**config.mk**
```make
export PLATFORM = sky130hd
export DESIGN_NAME = vdp_vram_host_write_queue_flat
export DESIGN_NICKNAME = d
export VERILOG_FILES = /design/src/rtl/vdp_vram_host_write_queue_if.sv /design/src/rtl/vdp_vram_host_write_queue.sv /design/src/flat_wrapper.sv
export SDC_FILE = /design/constraint.sdc
export NUM_CORES = 1
export LEC_CHECK = 0
export ABC_AREA = 1
export ABC_CLOCK_PERIOD_IN_PS = 2850
export BUFFER_PORTS_ARGS = -buffer_cell sky130_fd_sc_hd__buf_2
export CAP_MARGIN = 30
export CORE_ASPECT_RATIO = 0.6
export CORE_UTILIZATION = 45
export CTS_BUF_LIST = sky130_fd_sc_hd__clkbuf_8
export CTS_CLUSTER_DIAMETER = 60
export DETAILED_ROUTE_END_ITERATION = 6
export PLACE_DENSITY = 0.68
export SLEW_MARGIN = 30
export SYNTH_ARGS = -nofsm -noshare
export SYNTH_HDL_FRONTEND = slang
export SYNTH_SLANG_ARGS = --single-unit
```
**constraint.sdc**
```tcl
create_clock -name clk -period 2.85 [get_ports clk]
set_input_delay 0.285 -clock clk [delete_from_list [all_inputs] [get_ports clk]]
set_output_delay 0.285 -clock clk [all_outputs]
set_load 0.005 [all_outputs]
```
**src/rtl/vdp_vram_host_write_queue_if.sv**
```systemverilog
// Host-write and arbiter host-slot signals of the VRAM host write queue.
// slave: the queue itself; master: the host register block plus arbiter side.
interface vdp_vram_host_write_queue_if #(
    parameter int unsigned DEPTH = 4
);
    localparam int unsigned LEVEL_W = $clog2(DEPTH) + 1;

    logic               host_address_load;
    logic [14:0]        host_address;
    logic               host_increment_load;
    logic [7:0]         host_increment;
    logic               host_write_valid;
    logic               host_write_ready;
    logic [15:0]        host_write_data;
    logic               vram_written;
    logic [13:0]        vram_write_address_16b;
    logic [15:0]        vram_write_data_16b;
    logic [1:0]         vram_port_write_en_mask;
    logic [LEVEL_W-1:0] queue_level;
    logic               queue_empty;

    modport slave (
        input  host_address_load,
        input  host_address,
        input  host_increment_load,
        input  host_increment,
        input  host_write_valid,
        output host_write_ready,
        input  host_write_data,
        input  vram_written,
        output vram_write_address_16b,
        output vram_write_data_16b,
        output vram_port_write_en_mask,
        output queue_level,
        output queue_empty
    );

    modport master (
        output host_address_load,
        output host_address,
        output host_increment_load,
        output host_increment,
        output host_write_valid,
        input  host_write_ready,
        output host_write_data,
        output vram_written,
        input  vram_write_address_16b,
        input  vram_write_data_16b,
        input  vram_port_write_en_mask,
        input  queue_level,
        input  queue_empty
    );
endinterface

```
**src/rtl/vdp_vram_host_write_queue.sv**
```systemverilog
// Host VRAM write FIFO feeding the arbiter host slot; owns the host address
// pointer with programmable auto-increment and even/odd bank selection.
module vdp_vram_host_write_queue #(
    parameter int unsigned DEPTH = 4
) (
    input  logic                           clk,
    input  logic                           reset,
    vdp_vram_host_write_queue_if.slave     bus
);
    localparam int unsigned PTR_W   = $clog2(DEPTH);
    localparam int unsigned LEVEL_W = PTR_W + 1;
    localparam int unsigned ADDR_W  = 15;
    localparam int unsigned INCR_W  = 8;

    typedef struct packed {
        logic [13:0] addr;
        logic [15:0] data;
        logic [1:0]  mask;
    } entry_t;

    entry_t              mem [DEPTH];
    logic [PTR_W-1:0]    rd_ptr;
    logic [PTR_W-1:0]    wr_ptr;
    logic [LEVEL_W-1:0]  level;
    logic [ADDR_W-1:0]   addr_ptr;
    logic [INCR_W-1:0]   incr;

    logic   full;
    logic   empty;
    logic   push;
    logic   pop;
    entry_t push_entry;
    entry_t head;

    assign full  = (level == LEVEL_W'(DEPTH));
    assign empty = (level == '0);
    assign push  = bus.host_write_valid && !full;
    assign pop   = bus.vram_written && !empty;

    assign push_entry.addr = addr_ptr[14:1];
    assign push_entry.data = bus.host_write_data;
    assign push_entry.mask = addr_ptr[0] ? 2'b10 : 2'b01;

    // Storage needs no reset: the level alone decides which entries are live.
    always_ff @(posedge clk) begin
        if (push) begin
            mem[wr_ptr] <= push_entry;
        end
    end

    // FIFO pointers and occupancy.
    always_ff @(posedge clk) begin
        if (reset) begin
            rd_ptr <= '0;
            wr_ptr <= '0;
            level  <= '0;
        end else begin
            if (push) begin
                wr_ptr <= wr_ptr + PTR_W'(1);
            end
            if (pop) begin
                rd_ptr <= rd_ptr + PTR_W'(1);
            end
            if (push && !pop) begin
                level <= level + LEVEL_W'(1);
            end else if (pop && !push) begin
                level <= level - LEVEL_W'(1);
            end
        end
    end

    // Address pointer: explicit load beats auto-increment; a push in the
    // load cycle has already captured the old pointer.
    always_ff @(posedge clk) begin
        if (reset) begin
            addr_ptr <= '0;
            incr     <= INCR_W'(1);
        end else begin
            if (bus.host_address_load) begin
                addr_ptr <= bus.host_address;
            end else if (push) begin
                addr_ptr <= addr_ptr + ADDR_W'(incr);
            end
            if (bus.host_increment_load) begin
                incr <= bus.host_increment;
            end
        end
    end

    assign head = mem[rd_ptr];

    assign bus.host_write_ready        = !full;
    assign bus.vram_write_address_16b  = head.addr;
    assign bus.vram_write_data_16b     = head.data;
    assign bus.vram_port_write_en_mask = empty ? 2'b00 : head.mask;
    assign bus.queue_level             = level;
    assign bus.queue_empty             = empty;

endmodule
```
**src/flat_wrapper.sv**
```systemverilog
// flat-port wrapper written by rule: the top's interface ports become plain ports
module vdp_vram_host_write_queue_flat 
#(
    parameter int unsigned DEPTH = 4
)
  (clk, reset, bus_host_address_load, bus_host_address, bus_host_increment_load, bus_host_increment, bus_host_write_valid, bus_host_write_ready, bus_host_write_data, bus_vram_written, bus_vram_write_address_16b, bus_vram_write_data_16b, bus_vram_port_write_en_mask, bus_queue_level, bus_queue_empty);
  vdp_vram_host_write_queue_if #(.DEPTH(DEPTH)) bus_i ();
  input  logic clk;
  input  logic reset;
  input wire logic [$bits(bus_i.host_address_load)-1:0] bus_host_address_load;
  input wire logic [$bits(bus_i.host_address)-1:0] bus_host_address;
  input wire logic [$bits(bus_i.host_increment_load)-1:0] bus_host_increment_load;
  input wire logic [$bits(bus_i.host_increment)-1:0] bus_host_increment;
  input wire logic [$bits(bus_i.host_write_valid)-1:0] bus_host_write_valid;
  output wire logic [$bits(bus_i.host_write_ready)-1:0] bus_host_write_ready;
  input wire logic [$bits(bus_i.host_write_data)-1:0] bus_host_write_data;
  input wire logic [$bits(bus_i.vram_written)-1:0] bus_vram_written;
  output wire logic [$bits(bus_i.vram_write_address_16b)-1:0] bus_vram_write_address_16b;
  output wire logic [$bits(bus_i.vram_write_data_16b)-1:0] bus_vram_write_data_16b;
  output wire logic [$bits(bus_i.vram_port_write_en_mask)-1:0] bus_vram_port_write_en_mask;
  output wire logic [$bits(bus_i.queue_level)-1:0] bus_queue_level;
  output wire logic [$bits(bus_i.queue_empty)-1:0] bus_queue_empty;
  assign bus_i.host_address_load = bus_host_address_load;
  assign bus_i.host_address = bus_host_address;
  assign bus_i.host_increment_load = bus_host_increment_load;
  assign bus_i.host_increment = bus_host_increment;
  assign bus_i.host_write_valid = bus_host_write_valid;
  assign bus_host_write_ready = bus_i.host_write_ready;
  assign bus_i.host_write_data = bus_host_write_data;
  assign bus_i.vram_written = bus_vram_written;
  assign bus_vram_write_address_16b = bus_i.vram_write_address_16b;
  assign bus_vram_write_data_16b = bus_i.vram_write_data_16b;
  assign bus_vram_port_write_en_mask = bus_i.vram_port_write_en_mask;
  assign bus_queue_level = bus_i.queue_level;
  assign bus_queue_empty = bus_i.queue_empty;
  vdp_vram_host_write_queue #(.DEPTH(DEPTH)) u_core (.clk(clk), .reset(reset), .bus(bus_i));
endmodule
```
Word-level counts from Yosys, hierarchy flattened
Memories as Yosys holds them, arrays and structs flattened. A register that Yosys moved wholly into a read port is not among the register bits.
Index checks and enable logic that the tools add are counted.
Widths: inputs -> output; s select.
- bits in registers: 30
- RAM bits: 128
- input port bits: 45
- output and inout bits: 37
- logic and storage cells: 33
- memories kept: 1
- add/subtract/negate cells: 5
- equality and inequality tests: 1
- mux-type cells: 10
- reduce and logical (&&, ||, !) cells: 11
- memories (name ; words ; bits a word ; rd ports ; clocked after Yosys merged registers in ; write ports ; RTL line ; source):
    u_core.mem ; 4 ; 32 ; 1 ; 1 ; 1 ; vdp_vram_host_write_queue.sv:21 ; entry_t mem [DEPTH];
- operator list (operator ; number):
    $mux 15 ; 2
    $add 15x8->15 ; 1
    $mux 2 ; 4
    $mux 3 ; 2
    $add 2x1->2 const B ; 2
    $logic_and 1x1->1 ; 4
    $logic_not 1->1 ; 4
    $reduce_bool 2->1 ; 2
    $add 3x1->3 const B ; 1
    $eq 3x3->1 const B ; 1
    $logic_not 3->1 ; 1
    $sub 3x1->3 const B ; 1
    $mux 1 ; 2

Depth between registers and ports, before layout
- depth after elaboration: 7
- depth in mapped cells: 12
- depth with buffers taken out: 11

Worst setup path before layout
OpenSTA, ideal clock, no wires.
- path kind: register to register
- start: register u_core.level[0] (netlist: u_core.bus.queue_level[0])
- end: memory u_core.mem[0][0] (netlist bit), enable pin
- setup time: 0.421 ns
- arrival time: 2.150 ns
- data required time: 2.429 ns
- path slack: 0.279 ns
- cell stages (with the launch flop): 6
- path buffers: 1
- period minus slack after synthesis: 2.571 ns
- path through: dfxtp_1 > nor2_1 > nand2_1 > nand2_2 > buf_6 > nor2_1
- longest elaborated chain between the ends: 5
- ends and longest elaborated chain (what ; RTL line ; source):
    from (decl) ; vdp_vram_host_write_queue.sv:24 ; logic [LEVEL_W-1:0] level;
    from (signal assigned) ; vdp_vram_host_write_queue.sv:65 ; level <= level + LEVEL_W'(1);
    from (signal assigned) ; vdp_vram_host_write_queue.sv:67 ; level <= level - LEVEL_W'(1);
    $eq 3x3->1 ; vdp_vram_host_write_queue.sv:35 ; assign full = (level == LEVEL_W'(DEPTH));
    $logic_not 1->1 ; - ;
    via bus_host_write_ready ; flat_wrapper.sv:15 ; output wire logic [$bits(bus_i.host_write_ready)-1:0] bus_host_write_ready;
    $logic_and 1x1->1 ; vdp_vram_host_write_queue.sv:37 ; assign push = bus.host_write_valid && !full;
    $mux 1 ; vdp_vram_host_write_queue.sv:46 ; if (push) begin
    $mux 1 (implied by the code) ; vdp_vram_host_write_queue.sv:47 ; mem[wr_ptr] <= push_entry;
    to (decl) ; vdp_vram_host_write_queue.sv:21 ;
The timed path passes the listed nets, and every way through them passes these cells.

==> flow_summary.toml <==
[sta]
fmax_mhz = 431.5
max_slew_margin_pct = 50.09
period_minus_slack_ns = 2.317
fin_crit_sh_pct = 81.31
fin_skew_ns = 0.01206
fin_tns_setup_ns = 0
setup_violations = 0
fin_ws_ns = 0.5327
report.final.slew_viol_count = 0
finalHoldViolCount = 0
grt_setup_unrepaired = "no"
worstMarginPinSlew_ns = 0.7478

[routing]
vias_per_cell = 5.175
wire_per_inst_um = 15.71
num_vias = 4818
ant_nets = 0
drc_errors = 0
first_iter_violations = 427
wirelength_um = 14630
drt_first_pass_iters = 5

[yosys]
synth_commonest_cells = "edfxtp_1 (128), nor2_1 (100), o21ai_0 (88)"
synth.most_common_cell = "edfxtp_1"
synth-simple-area-share_pct = 13.35
synth_compound_area_share_pct = 11.61
yosys.area.top_type = "edfxtp_1"
synth.area.top_cells = "edfxtp_1 (57%), dfxtp_1 (9.5%), o21ai_0 (6.5%), nor2_1 (5.5%), nand2_1 (4.8%)"
async_flop_share_pct = 0
yosys.area.top_type_share_pct = 56.79
synth-seq-cells = 160
synth_edf_count = 128
yosysUniqueCellTypes = 26
synth_warnings = 0
synthesis.area_mm2 = 0.006768
syn_avg_cell_area_um2 = 10.64
muxShareOfSynthArea_pct = 0
synthAdderAreaFrac_pct = 2.995
synth_top_family_by_area = "simple AND/OR/NAND/NOR gates"
synth_fp_nets = 696
ys.flop_type = "edfxtp_1"
synth_xor_area_share_pct = 0.5177
postSynthCellCount = 636
ys_seq_area_share_pct = 66.26

[clock_tree]
cts_tree = "built"
clock_path_buffers = 2
clkTransAtPathRegs_ns = 0.09
cts_max_level = 4
numCtsBuffers = 17
post-cts-setup-buffers = 0
cts.repair.resized = 0
cts_sinks = 160
cts_root_buffer = "clkbuf_8"
insertion_delay_ns = 0.43
ctsHoldBuffers = 0

[floorplanning]
dieArea_mm2 = 0.01555
start_util_pct = 46.38
rows = 34
die_w_um = 160.3
core_mm2 = 0.01459
pin_count = 82
chipHeight_um = 97.00

[global_route]
grt_pass1_vias = 4605
grt_pass1_wl_um = 23490
antenna_found_initial = 0
grt_max_degree = 65
grtUsageTotal_pct = 19.60
grt_overflow_total = 0

[critical_path]
rrSetupSlack_ns = 0.61
reg2regPathDepth = 10
r2r_end = "u_core.bus.queue_level[2]$_SDFFE_PP0P_"
critPathMaxStageDelay_ns = 0.39
critPathCaptureType = "output port"
worst-path-max-fanout = 26
critPathKind = "register to output port"
cp_top_family = "buffers and inverters"
cp.depth = 5
cp_cell_sequence = "clkinv_1, buf_4, o21ai_0, o22ai_1, buf_2"
crit_end = "bus_vram_write_address_16b[2]"
arrival_ns = 2.03
worst_setup_path_start_kind = "register"
worstPathRequired_ns = 2.57
cp_slowest_cell = "buf_4"
critPathBufInv = 3
reg2reg_from = "u_core.bus.queue_level[0]$_SDFFE_PP0P_"

[finish]
nets = 781
antenna_cells = 0
ff_latch_area_mm2 = 0.004486
drive_above_1_share_pct = 18.01
multi_input_area_mm2 = 0.001957
syn_to_final_growth_pct = 14.86
num-fill-cells = 1271
design_area_mm2 = 0.007774

[hold_path]
hold_class = "input port to register"

[placement]
dp_hpwl_um = 9466
gp_congestion = 0.8828
pre_cts_ws_ns = 0.6384
port_buffers = 81
placed_cell_area_mm2 = 0.007407

[status]
status = "completed"

[power]
ir_drop_uv = 520.2
power_leakage_nw = 3.043
cellPowerDensity_mw_per_mm2 = 764.4

[flow_run]
maxCapViolations = 0
-- power by group --
part / total, W / switching (W) / internal (W)
clock network: 0.00157 / 0.000874 / 0.000700
logic: 0.00144 / 0.000928 / 0.000508
registers: 0.00293 / 0.000118 / 0.00282
-- metrics by stage --
stage / hold slack (ns) / power, W / std cells / util, %
after global placement: 0.4550 / 0.004377 / 900 / 50.76
after global routing: 0.03717 / 0.006264 / 931 / 53.28
after floorplan: 0.3544 / 0.003821 / 636 / -
after detailed placement: 0.4560 / 0.004434 / 900 / 50.76
final: 0.05805 / 0.005942 / 931 / 53.28
after CTS: 0.03593 / 0.005990 / 931 / 53.28
-- sequential cells by signal (all words and copies together) (netlist names), named ones only --
signal and count:
u_core.addr_ptr 15, u_core.mem 128, u_core.incr 8, u_core.bus.queue_level 3, u_core.wr_ptr 2, u_core.rd_ptr 2
-- worst min-delay path by stage --
| stage | to | slack, ns | from | depth (start not counted) |
|---|---|---|---|---|
| 3_3_place_gp | u_core.rd_ptr[0]$_SDFFE_PP0P_ | 0.45 | u_core.rd_ptr[0]$_SDFFE_PP0P_ | 1 |
| 4_1_cts | u_core.mem[3][9]$_DFFE_PP_ | 0.04 | bus_host_write_data[7] | 1 |
| 6_report | u_core.mem[2][12]$_DFFE_PP_ | 0.06 | bus_host_write_data[10] | 1 |
| 3_5_place_dp | u_core.incr[0]$_SDFFE_PP1P_ | 0.46 | u_core.incr[0]$_SDFFE_PP1P_ | 2 |
| 5_1_grt | u_core.mem[2][12]$_DFFE_PP_ | 0.04 | bus_host_write_data[10] | 1 |
| 2_1_floorplan | u_core.addr_ptr[2]$_SDFFE_PP0P_ | 0.35 | reset | 1 |
-- cell type report --
class                      count  share of cell area [%]
multi-input combinational    389                   25.17
timing repair buffer          92                   6.277
inverter                      61                   2.945
clock inverter                14                   1.706
sequential                   160                   57.70
tap                          198                   3.187
clock buffer                  17                   3.010
-- placed cells by master (no fill, tap or decap), types with 5 or more instances in the layout --
cell | netlist | layout
dfxtp_1 | 32 | 31
clkinvlp_4 | 0 | 5
nand2_1 | 87 | 87
o21ai_0 | 88 | 88
a21oi_1 | 25 | 25
edfxtp_1 | 128 | 128
buf_2 | 5 | 81
nand3_1 | 27 | 27
inv_1 | 59 | 59
clkbuf_8 | 0 | 17
inv_6 | 0 | 6
ha_1 | 13 | 13
buf_4 | 0 | 11
o22ai_1 | 30 | 30
nor2_1 | 100 | 96
-- logic make-up (layout without fill, tap and decap cells) --
kind of cell / after synthesis / count (layout)
flip-flops: 160 / 160
AND/OR/NAND/NOR: 222 / 222
XOR/XNOR: 4 / 4
AO/OA/AOI/OAI: 148 / 148
adder cells (fa/ha/maj): 15 / 15
buffers and inverters: 87 / 184
-- per-layer routing --
layer	GRT usage, %	part of all wire, %
met1	29.16	49
met2	29.33	45
met3	3.302	5.5
met4	6.081	0.53
met5	0	0
Power figures use the tool's default switching activity.
